## config.mk

```make
export PLATFORM = sky130hd
export DESIGN_NAME = dmem_access_ctrl
export DESIGN_NICKNAME = d
export VERILOG_FILES = /design/src/rtl/dmem_access_ctrl.sv
export SDC_FILE = /design/constraint.sdc
export NUM_CORES = 1
export LEC_CHECK = 0
export ABC_AREA = 1
export CELL_PAD_IN_SITES_DETAIL_PLACEMENT = 2
export CELL_PAD_IN_SITES_GLOBAL_PLACEMENT = 2
export CORE_ASPECT_RATIO = 1.2
export CORE_MARGIN = 2
export CORE_UTILIZATION = 22
export CTS_BUF_LIST = sky130_fd_sc_hd__clkbuf_16
export DETAILED_ROUTE_END_ITERATION = 7
export HOLD_SLACK_MARGIN = 0.02
export PLACE_DENSITY = 0.88
export SLEW_MARGIN = 30
export SYNTH_ARGS = -nofsm -noshare
export SYNTH_HDL_FRONTEND = slang
export SYNTH_SLANG_ARGS = --single-unit
```

## constraint.sdc

```tcl
create_clock -name clk -period 4.5 [get_ports clk]
set_input_delay 0.9 -clock clk [delete_from_list [all_inputs] [get_ports clk]]
set_output_delay 0.9 -clock clk [all_outputs]
set_load 0.01 [all_outputs]
```

## src/rtl/dmem_access_ctrl.sv

```systemverilog
// dmem_access_ctrl: shares the 4-lane data-memory block RAM between the
// pipeline MEM stage (port A) and the debug/loader unit (port B).
// Each access is IDLE -> ISSUE -> (WAIT x READ_LAT for reads) -> DONE.
// Round-robin arbitration between A and B; A wins the first tie after reset.
// Optional feature macro: DMEM_BYTE_LANES_EN enables sub-word stores on
// port A (byte/half lane enables and replicated store data). Without it,
// every store is a full word.
//
// Handshake: a requester raises x_req with its command stable and holds it
// until x_done pulses for one cycle; dropping x_req earlier does not abort
// an access that was already granted.
module dmem_access_ctrl #(
  parameter int ADDR_W   = 12,
  parameter int READ_LAT = 1
) (
  input  logic              clk,
  input  logic              reset,
  input  logic              a_req,
  input  logic              a_we,
  input  logic [1:0]        a_size,
  input  logic [ADDR_W-1:0] a_addr,
  input  logic [31:0]       a_wdata,
  output logic [31:0]       a_rdata,
  output logic              a_done,
  output logic              stall,
  input  logic              b_req,
  input  logic              b_we,
  input  logic [ADDR_W-1:0] b_addr,
  input  logic [31:0]       b_wdata,
  output logic [31:0]       b_rdata,
  output logic              b_done,
  output logic              mem_en,
  output logic [3:0]        mem_we,
  output logic [ADDR_W-3:0] mem_addr,
  output logic [31:0]       mem_din,
  input  logic [31:0]       mem_dout
);

  typedef enum logic [1:0] {
    IDLE  = 2'd0,
    ISSUE = 2'd1,
    WAIT  = 2'd2,
    DONE  = 2'd3
  } state_t;

  state_t     state;
  logic       last_b;     // 1 when port B was the most recently granted port
  logic       sel_b;      // port owning the access in flight
  logic       cmd_we;     // access in flight is a write
  logic [1:0] wait_cnt;   // counts RAM read-latency cycles
  logic       gnt_b;
  logic [3:0] a_lanes;
  logic [31:0] a_wdat;
  logic       unused_bits;

  // Byte-offset bits of B are don't-care; size/offset of A only matter with sub-word stores.
  assign unused_bits = ^{a_size, a_addr[1:0], b_addr[1:0]};

  // The MEM stage waits until its own completion pulse arrives.
  assign stall = a_req & ~a_done;

  // Grant B when it is alone, or when both ask and A was served last.
  assign gnt_b = b_req & (~a_req | ~last_b);

  // Port A lane enables and store data alignment.
  always_comb begin
    a_lanes = 4'b1111;
    a_wdat  = a_wdata;
`ifdef DMEM_BYTE_LANES_EN
    case (a_size)
      2'b00: begin
        a_lanes = 4'b0001 << a_addr[1:0];
        a_wdat  = {4{a_wdata[7:0]}};
      end
      2'b01: begin
        a_lanes = a_addr[1] ? 4'b1100 : 4'b0011;
        a_wdat  = {2{a_wdata[15:0]}};
      end
      default: begin
        a_lanes = 4'b1111;
        a_wdat  = a_wdata;
      end
    endcase
`endif
  end

  // Access sequencer: grant, one-cycle RAM issue, read-latency wait, done pulse.
  always_ff @(posedge clk or posedge reset) begin
    if (reset) begin
      state    <= IDLE;
      last_b   <= 1'b1;
      sel_b    <= 1'b0;
      cmd_we   <= 1'b0;
      wait_cnt <= 2'd0;
      mem_en   <= 1'b0;
      mem_we   <= 4'b0000;
      mem_addr <= '0;
      mem_din  <= 32'd0;
      a_rdata  <= 32'd0;
      b_rdata  <= 32'd0;
      a_done   <= 1'b0;
      b_done   <= 1'b0;
    end else begin
      mem_en <= 1'b0;
      mem_we <= 4'b0000;
      a_done <= 1'b0;
      b_done <= 1'b0;
      case (state)
        IDLE: begin
          if (a_req | b_req) begin
            sel_b  <= gnt_b;
            last_b <= gnt_b;
            mem_en <= 1'b1;
            state  <= ISSUE;
            if (gnt_b) begin
              cmd_we   <= b_we;
              mem_we   <= b_we ? 4'b1111 : 4'b0000;
              mem_addr <= b_addr[ADDR_W-1:2];
              mem_din  <= b_wdata;
            end else begin
              cmd_we   <= a_we;
              mem_we   <= a_we ? a_lanes : 4'b0000;
              mem_addr <= a_addr[ADDR_W-1:2];
              mem_din  <= a_wdat;
            end
          end
        end
        ISSUE: begin
          wait_cnt <= 2'd0;
          if (cmd_we) begin
            state <= DONE;
            if (sel_b) b_done <= 1'b1;
            else       a_done <= 1'b1;
          end else begin
            state <= WAIT;
          end
        end
        WAIT: begin
          if (wait_cnt == 2'(READ_LAT - 1)) begin
            state <= DONE;
            if (sel_b) begin
              b_rdata <= mem_dout;
              b_done  <= 1'b1;
            end else begin
              a_rdata <= mem_dout;
              a_done  <= 1'b1;
            end
          end else begin
            wait_cnt <= wait_cnt + 2'd1;
          end
        end
        DONE: begin
          state <= IDLE;
        end
        default: begin
          state <= IDLE;
        end
      endcase
    end
  end

endmodule
```

==> reports/metrics.csv <==
metric;value;unit
status;finished, final reports clean;
cts_resized;0;
pin_count;242;
core;0.0238;mm^2
finalCritPeriodShare;68.9;%
grt_pass1_vias;5783;
initialDrtViolationCount;136;
avgViaCountPerCell;4.21;
num_vias;5143;
post-route-min-period;3.10;ns
clockBufferDepth;2;
ctsHoldBuffers;0;
ys_ff_latch;117;
yosys-top-cells-area;dfrtp_1 55%, nand2_1 15%, inv_1 9.1%;
p_leak;4.26;nW
num_rows;62;
dieWidth;146;um
cts_made_buffers;17;
syn_inst;664;
synth_top_area_share;54.7;%
clock-sinks;117;
tightest_slew;0.840;ns
end_kind;primary output;
hp-class;reg -> reg;
grt_usage;16.3;%
synth_top_area_cell;dfrtp_1;
critPathMaxFanout;3;
fp.dieArea;0.0254;mm^2
rsz0062_at_grt;no;
wire_per_inst;16.5;um
initial_utilization;22.3;%
critPathLaunchType;input pin;
synthTopCellsByCount;208 x nand2_1, 129 x inv_1, 116 x dfrtp_1;
clk_latency;0.41;ns
worst_r2r_endpoint;mem_din[31]$_DFFE_PP0P_;
hpwl;14300;um
cts_htree_levels;4;
grt_overflow_total;0;
skew;0.0111;ns
timing.rr.start;state[0]$_DFFE_PP0P_;
layout-drive-gt1-share;5.22;%
arrival;2.20;ns
worstRegToRegCells;7;
grt_max_degree;79;
antenna_found_initial;1;
synth_most_common_cell;nand2_1;
cts_tree;yes;
slowest_delay;0.60;ns
cpMaxStageDelayCell;clkdlybuf4s50_1;
placed_area;0.00792;mm^2
cts_setup_buffers;0;
synth.distinct_cells;18;
synthArstFlopShare;100;%
firstDrtPassIters;4;
ys_warn_count;0;
finalSetupViolCount;0;
avgSynthCellArea;7.99;um^2
yosysSeqAreaShare;55.2;%
p_comb_share;44.0;%
cp.required;3.60;ns
min_from;mem_din[1]$_DFFE_PP0P_;
die_h;174;um
path_cells;clkdlybuf4s50_1 > inv_1 > nor2_1 > clkdlybuf4s50_1;
crit_family;buffers and inverters;
design_area;0.00853;mm^2
syn-num-nets;796;
grt_pass1_wl;32100;um
gp_congestion;0.756;
synthesis.area;0.00530;mm^2
path_buf_inv;3;
p_switching;2.17;mW
hold_depth;2;
nets;1020;
totalWireLength;20200;um
min_to;mem_din[1]$_DFFE_PP0P_;
peakVddDrop;0.226;mV
synth_ff_type;dfrtp_1;
crit_top_cell;clkdlybuf4s50_1;
clkTransAtPathRegs;0.06;ns
drv_cap;0;
p_clk_share;23.8;%
swShare;37.2;%
hold_violations;0;
max_freq;322;MHz
final-max-slew-violation-count;0;
reg2reg_setup_slack;2.60;ns
synth_edf_count;0;
p_per_area;683;mW/mm^2
worstSetupPathType;in -> out;
portBuffers;235;
setup_tns;0;ns
cts_root_buffer;clkbuf_16;
area_growth_syn_to_layout;60.8;%
relSlewSlack;44.0;%
remaining_drc_errors;0;
ant_nets;0;
seq_power_share;32.2;%
internal_power;3.66;mW
## worst reg2reg max path, cell delays in order (launching register included)
cell     delay (ns)
dfrtp_1        0.40
inv_1          0.10
ha_1           0.25
inv_1          0.13
nor2_4         0.06
inv_2          0.59
nand2_1        0.19
nand2_1        0.13
## cells by family after synthesis
| logic type | Yosys count | synth area share, % |
|---|---|---|
| buf+inv | 166 | 12.7 |
| flops | 117 | 55.2 |
| simple gates | 308 | 24.5 |
| compound gates | 69 | 6.56 |
| fa+ha+maj | 4 | 0.944 |
## registers in the layout, summed over array words and instances (netlist names)
signal / cells
wait_cnt: 2
mem_we: 1
a_done: 1
cmd_we: 1
sel_b: 1
b_rdata: 32
mem_addr: 10
mem_en: 1
mem_din: 32
last_b: 1
a_rdata: 32
state: 2
b_done: 1
## power groups by stage
| stage | clock network, mW | registers, mW | logic (mW) |
|---|---|---|---|
| floorplan | 0 | 2.08 | 0.898 |
| global route | 1.47 | 1.94 | 2.82 |
| CTS | 1.43 | 1.89 | 2.63 |
| global placement | 0 | 1.85 | 2.50 |
| detailed placement | 0 | 1.89 | 2.60 |
| finish | 1.39 | 1.88 | 2.56 |
## layer usage
layer,vias up,global-route usage [%],share of wire (%)
li1,2462,-,-
met1,2552,17.9,39
met2,113,31.5,57
met3,16,2.86,2.8
met4,0,5.27,1.5
met5,-,0,0
## cell usage in the layout (no fill, tap or decap), drive strengths merged
master         instances
nand2                210
dfrtp                116
clkdlybuf4s50        234
o21ai                 67
nor2                   6
o211ai                 1
ha                     4
a21oi                  1
clkinvlp               3
nand3                 92
buf                    7
bufinv                 2
diode                  1
dfstp                  1
inv                  138
clkinv                 2
clkbuf                17
## metrics by stage
stage | hold slack [ns] | utilization [%] | total power, mW | std cells | setup WS, ns
2_1_floorplan | 0.446 | - | 2.98 | 664 | 0.501
3_3_place_gp | 0.459 | 33.3 | 4.35 | 1189 | 1.41
3_5_place_dp | 0.465 | 33.3 | 4.50 | 1189 | 1.39
4_1_cts | 0.481 | 35.8 | 5.95 | 1221 | 1.39
5_1_grt | 0.500 | 35.8 | 6.24 | 1222 | 1.35
6_report | 0.479 | 35.8 | 5.83 | 1222 | 1.40
## final cells by class
type,count,area [um^2]
Clock buffer,17,425
Inverter,130,490
Timing Repair Buffer,241,2400
Fill cell,2653,15300
Sequential cell,117,2930
Antenna cell,1,2.50
Multi-Input combinational cell,381,1700
Tap cell,320,400
Clock inverter,15,170
## worst max-delay path by stage
stage | slack (ns) | end | start | cells after the start
6_report | 1.40 | stall | a_req | 4
5_1_grt | 1.35 | stall | a_req | 4
4_1_cts | 1.39 | stall | a_req | 4
3_5_place_dp | 1.39 | stall | a_req | 4
3_3_place_gp | 1.41 | stall | a_req | 4
2_1_floorplan | 0.50 | a_done$_DFF_PP0_ | reset | 1
No activity file was read; power rests on OpenSTA's default activity.
